`src/rtl/seg7_pkg.sv`:
```
// Shared types and helpers for the seven-segment scan driver.
//   seg_t       : active-low segment vector, bit 6 = a ... bit 0 = g
//   digits_t    : eight hex nibbles, element 0 = rightmost digit
//   disp_word_t : one complete display payload (digits, sign, decimal points)
//   hex2seg     : nibble -> active-low seven-segment pattern
package seg7_pkg;

   localparam int unsigned NUM_DIGITS = 8;
   localparam int unsigned NIB_W      = 4;
   localparam int unsigned IDX_W      = 3;
   localparam int unsigned SEG_W      = 7;

   typedef logic [SEG_W-1:0] seg_t;
   typedef logic [NUM_DIGITS-1:0][NIB_W-1:0] digits_t;

   typedef struct packed {
      digits_t                 digits;
      logic                    sign;
      logic [NUM_DIGITS-1:0]   dp;
   } disp_word_t;

   localparam seg_t SEG_OFF   = 7'h7F;
   localparam seg_t SEG_MINUS = 7'h7E;

   // Active-low patterns: a segment is lit when its bit is 0.
   function automatic seg_t hex2seg(input logic [NIB_W-1:0] nibble);
      seg_t seg;
      case (nibble)
         4'h0:    seg = 7'h01;
         4'h1:    seg = 7'h4F;
         4'h2:    seg = 7'h12;
         4'h3:    seg = 7'h06;
         4'h4:    seg = 7'h4C;
         4'h5:    seg = 7'h24;
         4'h6:    seg = 7'h20;
         4'h7:    seg = 7'h0F;
         4'h8:    seg = 7'h00;
         4'h9:    seg = 7'h04;
         4'hA:    seg = 7'h08;
         4'hB:    seg = 7'h60;
         4'hC:    seg = 7'h31;
         4'hD:    seg = 7'h42;
         4'hE:    seg = 7'h30;
         4'hF:    seg = 7'h38;
         default: seg = SEG_OFF;
      endcase
      return seg;
   endfunction

endpackage : seg7_pkg

```
`src/rtl/seg7_scan_driver_if.sv`:
```
// Display-word load bus from the IO decoder into the scan driver.
//   digit_in : eight hex nibbles, nibble 0 = rightmost digit
//   sign_in  : 1 = show minus on the leftmost digit
//   dp_in    : per-digit decimal point, 1 = lit
//   load     : one-cycle strobe capturing the three fields above
// Modports: master (IO decoder side), slave (scan driver side).
interface seg7_scan_driver_if;
   import seg7_pkg::*;

   digits_t                 digit_in;
   logic                    sign_in;
   logic [NUM_DIGITS-1:0]   dp_in;
   logic                    load;

   modport master (output digit_in, output sign_in, output dp_in, output load);
   modport slave  (input  digit_in, input  sign_in, input  dp_in, input  load);

endinterface : seg7_scan_driver_if

```
`src/rtl/seg7_hex_decode.sv`:
```
// Combinational nibble to active-low seven-segment decoder.
//   nibble : hex digit to display
//   seg_c  : active-low segments, bit 6 = a ... bit 0 = g
module seg7_hex_decode
   import seg7_pkg::*;
(
   input  logic [NIB_W-1:0] nibble,
   output seg_t             seg_c
);

   assign seg_c = hex2seg(nibble);

endmodule : seg7_hex_decode

```
`src/rtl/seg7_scan_driver.sv`:
```
// Time-multiplexed 8-digit common-anode seven-segment driver.
// A new display word is staged in a pending register and only becomes
// visible at a scan-frame boundary, so a frame never mixes two words.
// Optional build macro: SEG7_LZB_EN enables leading-zero blanking.
//   clk        : system clock
//   reset      : asynchronous active-low reset
//   bus        : load bus (slave) carrying digit_in / sign_in / dp_in / load
//   AN         : digit enables, active-low, one-hot-low or all-high
//   A2G        : segments, active-low, A2G[6]=a ... A2G[0]=g
//   DP         : decimal point, active-low
//   frame_done : one-cycle pulse after the scan index wraps 7->0
module seg7_scan_driver
   import seg7_pkg::*;
#(
   parameter int unsigned PRESCALE_BITS = 17,
   parameter int unsigned BLANK_CYCLES  = 16
)
(
   input  logic                  clk,
   input  logic                  reset,
   seg7_scan_driver_if.slave     bus,
   output logic [NUM_DIGITS-1:0] AN,
   output seg_t                  A2G,
   output logic                  DP,
   output logic                  frame_done
);

   localparam logic [PRESCALE_BITS-1:0] PRE_ONE     = PRESCALE_BITS'(1);
   localparam logic [PRESCALE_BITS-1:0] BLANK_LIMIT = PRESCALE_BITS'(BLANK_CYCLES);
   localparam logic [IDX_W-1:0]         LAST_IDX    = IDX_W'(NUM_DIGITS - 1);
   localparam logic [IDX_W-1:0]         IDX_ONE     = IDX_W'(1);

   logic [PRESCALE_BITS-1:0] pre_q;
   logic [IDX_W-1:0]         idx_q;
   disp_word_t               pend_q;
   disp_word_t               disp_q;
   disp_word_t               bus_word_c;

   logic                     tick_c;
   logic                     boundary_c;
   logic                     blank_c;
   logic [NUM_DIGITS-1:0]    show_c;
   seg_t                     seg_c;

   logic [NUM_DIGITS-1:0]    an_d;
   seg_t                     a2g_d;
   logic                     dp_d;

   assign bus_word_c = '{digits: bus.digit_in, sign: bus.sign_in, dp: bus.dp_in};
   assign tick_c     = &pre_q;
   assign boundary_c = tick_c && (idx_q == LAST_IDX);
   assign blank_c    = (pre_q < BLANK_LIMIT);

   // Prescaler and digit scan index.
   always_ff @(posedge clk or negedge reset) begin
      if (!reset) begin
         pre_q <= '0;
         idx_q <= '0;
      end else begin
         pre_q <= pre_q + PRE_ONE;
         if (tick_c) begin
            idx_q <= idx_q + IDX_ONE;
         end
      end
   end

   // Pending/display staging; a load coinciding with the boundary bypasses
   // the pending register so it is shown in the very next frame.
   always_ff @(posedge clk or negedge reset) begin
      if (!reset) begin
         pend_q     <= '0;
         disp_q     <= '0;
         frame_done <= 1'b0;
      end else begin
         if (bus.load) begin
            pend_q <= bus_word_c;
         end
         if (boundary_c) begin
            disp_q <= bus.load ? bus_word_c : pend_q;
         end
         frame_done <= boundary_c;
      end
   end

   seg7_hex_decode u_hex_decode (
      .nibble (disp_q.digits[idx_q]),
      .seg_c  (seg_c)
   );

`ifdef SEG7_LZB_EN
   logic lzb_seen_c;

   // A digit is shown when it or any more-significant tested nibble is
   // non-zero; with a sign the leftmost digit carries the minus instead.
   always_comb begin
      lzb_seen_c = 1'b0;
      show_c     = '0;
      for (int i = NUM_DIGITS - 1; i >= 0; i--) begin
         if (!((i == int'(NUM_DIGITS - 1)) && disp_q.sign)) begin
            lzb_seen_c = lzb_seen_c | (|disp_q.digits[IDX_W'(i)]);
         end
         show_c[IDX_W'(i)] = lzb_seen_c;
      end
      show_c[LAST_IDX] = show_c[LAST_IDX] | disp_q.sign;
      show_c[0]        = 1'b1;
   end
`else
   assign show_c = '1;
`endif

   // Next output values; only AN is forced off during the anti-ghost window.
   always_comb begin
      an_d = '1;
      if (!blank_c && show_c[idx_q]) begin
         an_d[idx_q] = 1'b0;
      end
      a2g_d = ((idx_q == LAST_IDX) && disp_q.sign) ? SEG_MINUS : seg_c;
      dp_d  = ~disp_q.dp[idx_q];
   end

   // Registered pad outputs.
   always_ff @(posedge clk or negedge reset) begin
      if (!reset) begin
         AN  <= '1;
         A2G <= SEG_OFF;
         DP  <= 1'b1;
      end else begin
         AN  <= an_d;
         A2G <= a2g_d;
         DP  <= dp_d;
      end
   end

endmodule : seg7_scan_driver

```
`src/flat_wrapper.sv`:
```
// flat-port wrapper written by rule: the top's interface ports become plain ports
module seg7_scan_driver_flat import seg7_pkg::*;
#(
   parameter int unsigned PRESCALE_BITS = 17,
   parameter int unsigned BLANK_CYCLES  = 16
)
  (clk, reset, AN, A2G, DP, frame_done, bus_digit_in, bus_sign_in, bus_dp_in, bus_load);
  seg7_scan_driver_if bus_i ();
  input  logic clk;
  input  logic reset;
  output logic [NUM_DIGITS-1:0] AN;
  output seg_t A2G;
  output logic DP;
  output logic frame_done;
  input wire logic [$bits(bus_i.digit_in)-1:0] bus_digit_in;
  input wire logic [$bits(bus_i.sign_in)-1:0] bus_sign_in;
  input wire logic [$bits(bus_i.dp_in)-1:0] bus_dp_in;
  input wire logic [$bits(bus_i.load)-1:0] bus_load;
  assign bus_i.digit_in = bus_digit_in;
  assign bus_i.sign_in = bus_sign_in;
  assign bus_i.dp_in = bus_dp_in;
  assign bus_i.load = bus_load;
  seg7_scan_driver #(.PRESCALE_BITS(PRESCALE_BITS), .BLANK_CYCLES(BLANK_CYCLES)) u_core (.clk(clk), .reset(reset), .bus(bus_i), .AN(AN), .A2G(A2G), .DP(DP), .frame_done(frame_done));
endmodule
```
`config.mk`:
```
export PLATFORM = sky130hd
export DESIGN_NAME = seg7_scan_driver_flat
export DESIGN_NICKNAME = d
export VERILOG_FILES = /design/src/rtl/seg7_pkg.sv /design/src/rtl/seg7_scan_driver_if.sv /design/src/rtl/seg7_hex_decode.sv /design/src/rtl/seg7_scan_driver.sv /design/src/flat_wrapper.sv
export SDC_FILE = /design/constraint.sdc
export NUM_CORES = 1
export LEC_CHECK = 0
export CORE_MARGIN = 3
export CORE_UTILIZATION = 50
export DETAILED_ROUTE_END_ITERATION = 8
export PLACE_DENSITY = 0.76
export SYNTH_ARGS = -nofsm -noshare
export SYNTH_HDL_FRONTEND = slang
export SYNTH_SLANG_ARGS = --single-unit
```
`constraint.sdc`:
```
create_clock -name clk -period 2.76 [get_ports clk]
set_clock_uncertainty 0.2 [all_clocks]
set_input_delay 0.828 -clock clk [delete_from_list [all_inputs] [get_ports clk]]
set_output_delay 0.828 -clock clk [all_outputs]
set_load 0.02 [all_outputs]
```
==> metrics.yaml <==
worst_hold_path:
  hp-class: "in -> async"
global_routing:
  grt_max_degree: 41
  grt_pass1_wl_mm: 15.7
  grt_overflow: 0
  grtUsageTotal: 0.182
  grt_pass1_vias: 3085
  antenna_found_initial: 0
worst_setup_path:
  cp_max_fo: 1
  cp.arrival_ns: 1.62
  critPathKind: "reg -> out"
  rrSetupSlack_ns: 0.23
  cp.required_ns: 1.73
  path_delay_family: "buffers and inverters"
  cpPeakStageDelay_ns: 0.59
  end_kind: "output port"
  slowest_stage: "clkdlybuf4s50_1"
  path_cells: "clkdlybuf4s50_1"
  worst_r2r_path_depth: 8
  worstReg2RegEnd: "u_core.disp_q[19]"
  startpoint_type: "flip-flop"
  reg2reg_from: "u_core.pre_q[1]"
  critPathBufInv: 1
synthesis:
  synth_xor_area_frac: 0.0262
  synthMuxAreaShare: 0.255
  synth_top_family_by_area: "multiplexers"
  synthFlopType: "dfrtp_1"
  synthAdderAreaFrac: 0.0274
  synthesis.nets: 394
  synth-simple-area-share: 0.0523
  yosys_warnings: 0
  ys_seq_area_frac: 0.597
  netlist-cell-type-count: 38
  netlist_area_um2: 5020
  synth-edff-count: 0
  synth_cells: 339
  synth-compound-area-share: 0.0187
  synth-async-reset-ratio: 1.00
  yosys_register_bits: 119
  syn_area_per_cell_um2: 14.8
drt:
  wl_per_cell_um: 16.6
  wl_met1_mm: 4.22
  dr_wl_met2_mm: 4.48
  firstDrtPassIters: 4
  wirelength_mm: 9.19
  drtIter0Drc: 106
  detail_route.vias_per_cell: 5.23
  drc: 0
  num_vias: 2902
  top_layer: "met4"
  wl_met3_um: 379
  ant_nets: 0
sta:
  rsz0062_at_grt: "no"
  maxSlewHeadroom: 0.630
  hold_viol_final: 0
  slew_violations: 0
  tightest_slew_ns: 0.555
  final.min_clock_period_ns: 2.65
  fin_crit_sh: 0.960
  setup_viol_count_final: 0
  fmax_mhz: 377
  timing.setup.tns_ns: 0
layout:
  drive_above_1_share: 0.373
  multiInputGateArea_um2: 1910
  fin_nets: 468
  regArea_um2: 3000
  diodes: 0
  fill_cells: 668
  area_delta_synth_final_pct: 28.0
outcome:
  outcome: "completed"
floorplan:
  io_pins: 61
  core_um2: 9500
  dieHeight_um: 106
  dieArea_um2: 11300
  chipWidth_um: 106
  row_count: 35
  start_util: 0.529
clocking:
  clockBufferDepth: 2
  root_buffer: "clkbuf_8"
  clock-sinks: 119
  tritoncts: "yes"
  clk_transition_reported_paths_ns: 0.06
  htreeDepth: 4
  numCtsBuffers: 17
  clk_latency_ns: 0.51
power_and_ir_drop:
  vdd_drop_max_uv: 441
  leakage_nw: 2.91
  power_density_nw_per_um2: 653
  power_mw: 4.20
placed_design:
  hpwlAfterDp_mm: 6.23
  port_buffers: 60
  place_congestion: 0.835
run:
  drv_cap: 0
==> cell type report <==
cell class	count	area share
timing repair buffer	72	0.116
inverter	7	0.00409
sequential	119	0.466
tap	129	0.0251
multi-input combinational	196	0.297
clock buffer	23	0.0726
clock inverter	9	0.0191
==> power breakdown <==
group / total [mW] / internal [mW] / switching (mW)
logic: 0.204 / 0.117 / 0.0873
registers: 1.82 / 1.81 / 0.0137
clock network: 2.17 / 1.44 / 0.733
==> routing by layer <==
metal  global-route usage  vias up
met5                    0        -
met4               0.0611        0
met3               0.0486       11
met2                0.285       67
met1                0.247     1473
li1                     -     1351
==> cell usage in the layout (no fill, tap or decap), types with 2 or more instances in the layout <==
master,n
dfrtp_1,102
mux2_2,85
clkdlybuf4s50_1,58
nand2_1,16
clkbuf_16,16
dfstp_2,16
nand3_1,11
ha_1,11
nor2_1,9
xnor2_1,8
mux4_2,8
buf_4,8
xor2_1,7
inv_1,7
mux2i_1,6
clkinv_2,5
buf_12,5
and3_1,4
clkbuf_8,4
nor2b_1,3
mux2_4,3
o21ai_1,3
a21oi_1,3
clkbuf_1,3
bufinv_16,3
nand4_1,2
nor4_1,2
a41oi_1,2
==> synthesized netlist by cell type (2+ instances only) <==
master / instances / area (um^2)
nor2_1: 9 / 33.8
nand4_1: 2 / 12.5
nor4_1: 2 / 12.5
xnor2_1: 8 / 70.1
dfstp_2: 16 / 420
clkbuf_1: 11 / 41.3
mux2_4: 3 / 45.0
dfrtp_1: 103 / 2580
xor2_1: 7 / 61.3
and3_1: 4 / 25.0
nand3_1: 11 / 55.1
inv_1: 7 / 26.3
ha_1: 11 / 138
nor2b_1: 3 / 18.8
a21oi_1: 3 / 15.0
mux2_2: 85 / 957
o21ai_1: 3 / 15.0
mux2i_1: 6 / 60.1
a41oi_1: 2 / 17.5
nand2_1: 16 / 60.1
buf_1: 2 / 7.51
buf_6: 2 / 22.5
mux4_2: 8 / 180
==> stage by stage <==
stage / std cells / instance area, um^2 / hold WS, ns / utilization / worst slack, ns
2_1_floorplan: 339 / 5020 / 0.259 / - / 0.168
3_3_place_gp: 523 / 5840 / 0.278 / 0.614 / 0.207
3_5_place_dp: 523 / 5840 / 0.283 / 0.614 / 0.147
4_1_cts: 555 / 6430 / 0.110 / 0.676 / 0.0824
5_1_grt: 555 / 6430 / 0.121 / 0.677 / 0.0286
6_report: 555 / 6430 / 0.0994 / 0.677 / 0.110
==> worst max-delay path by stage <==
stage	from	endpoint	slack [ns]	depth (start not counted)
after floorplan	u_core.pre_q[0]	u_core.disp_q[10]	0.17	9
after global placement	u_core.idx_q[0]	u_core.A2G[3]	0.21	6
after detailed placement	u_core.pre_q[1]	u_core.disp_q[11]	0.15	8
after CTS	u_core.AN[4]	AN[4]	0.08	1
after global routing	u_core.pre_q[1]	u_core.disp_q[23]	0.03	8
final	u_core.AN[4]	AN[4]	0.11	1
==> sequential cells by signal (all words and copies together), names as in the netlist <==
signal and count:
u_core.A2G 7, u_core.disp_q 41, u_core.AN 8, u_core.idx_q 3, u_core.DP 1, u_core.pend_q 41, u_core.frame_done 1, u_core.pre_q 17
==> logic make-up (layout without fill, tap and decap cells) <==
kind of cell | Yosys count | after routing
multiplexers | 104 | 104
adder cells (fa/ha/maj) | 11 | 11
XOR/XNOR | 15 | 15
AND/OR/NAND/NOR | 53 | 53
flip-flops | 119 | 119
buffers and inverters | 24 | 111
AO/OA/AOI/OAI | 13 | 13
==> timing repair <==
| item | CTS | global route |
|---|---|---|
| resized for setup | 0 | 2 |
| setup buffers | 0 | 0 |
| hold buffers | 0 | 0 |
| setup endpoints to repair | 0 | 40 |
(Power assumes the default switching activity.)
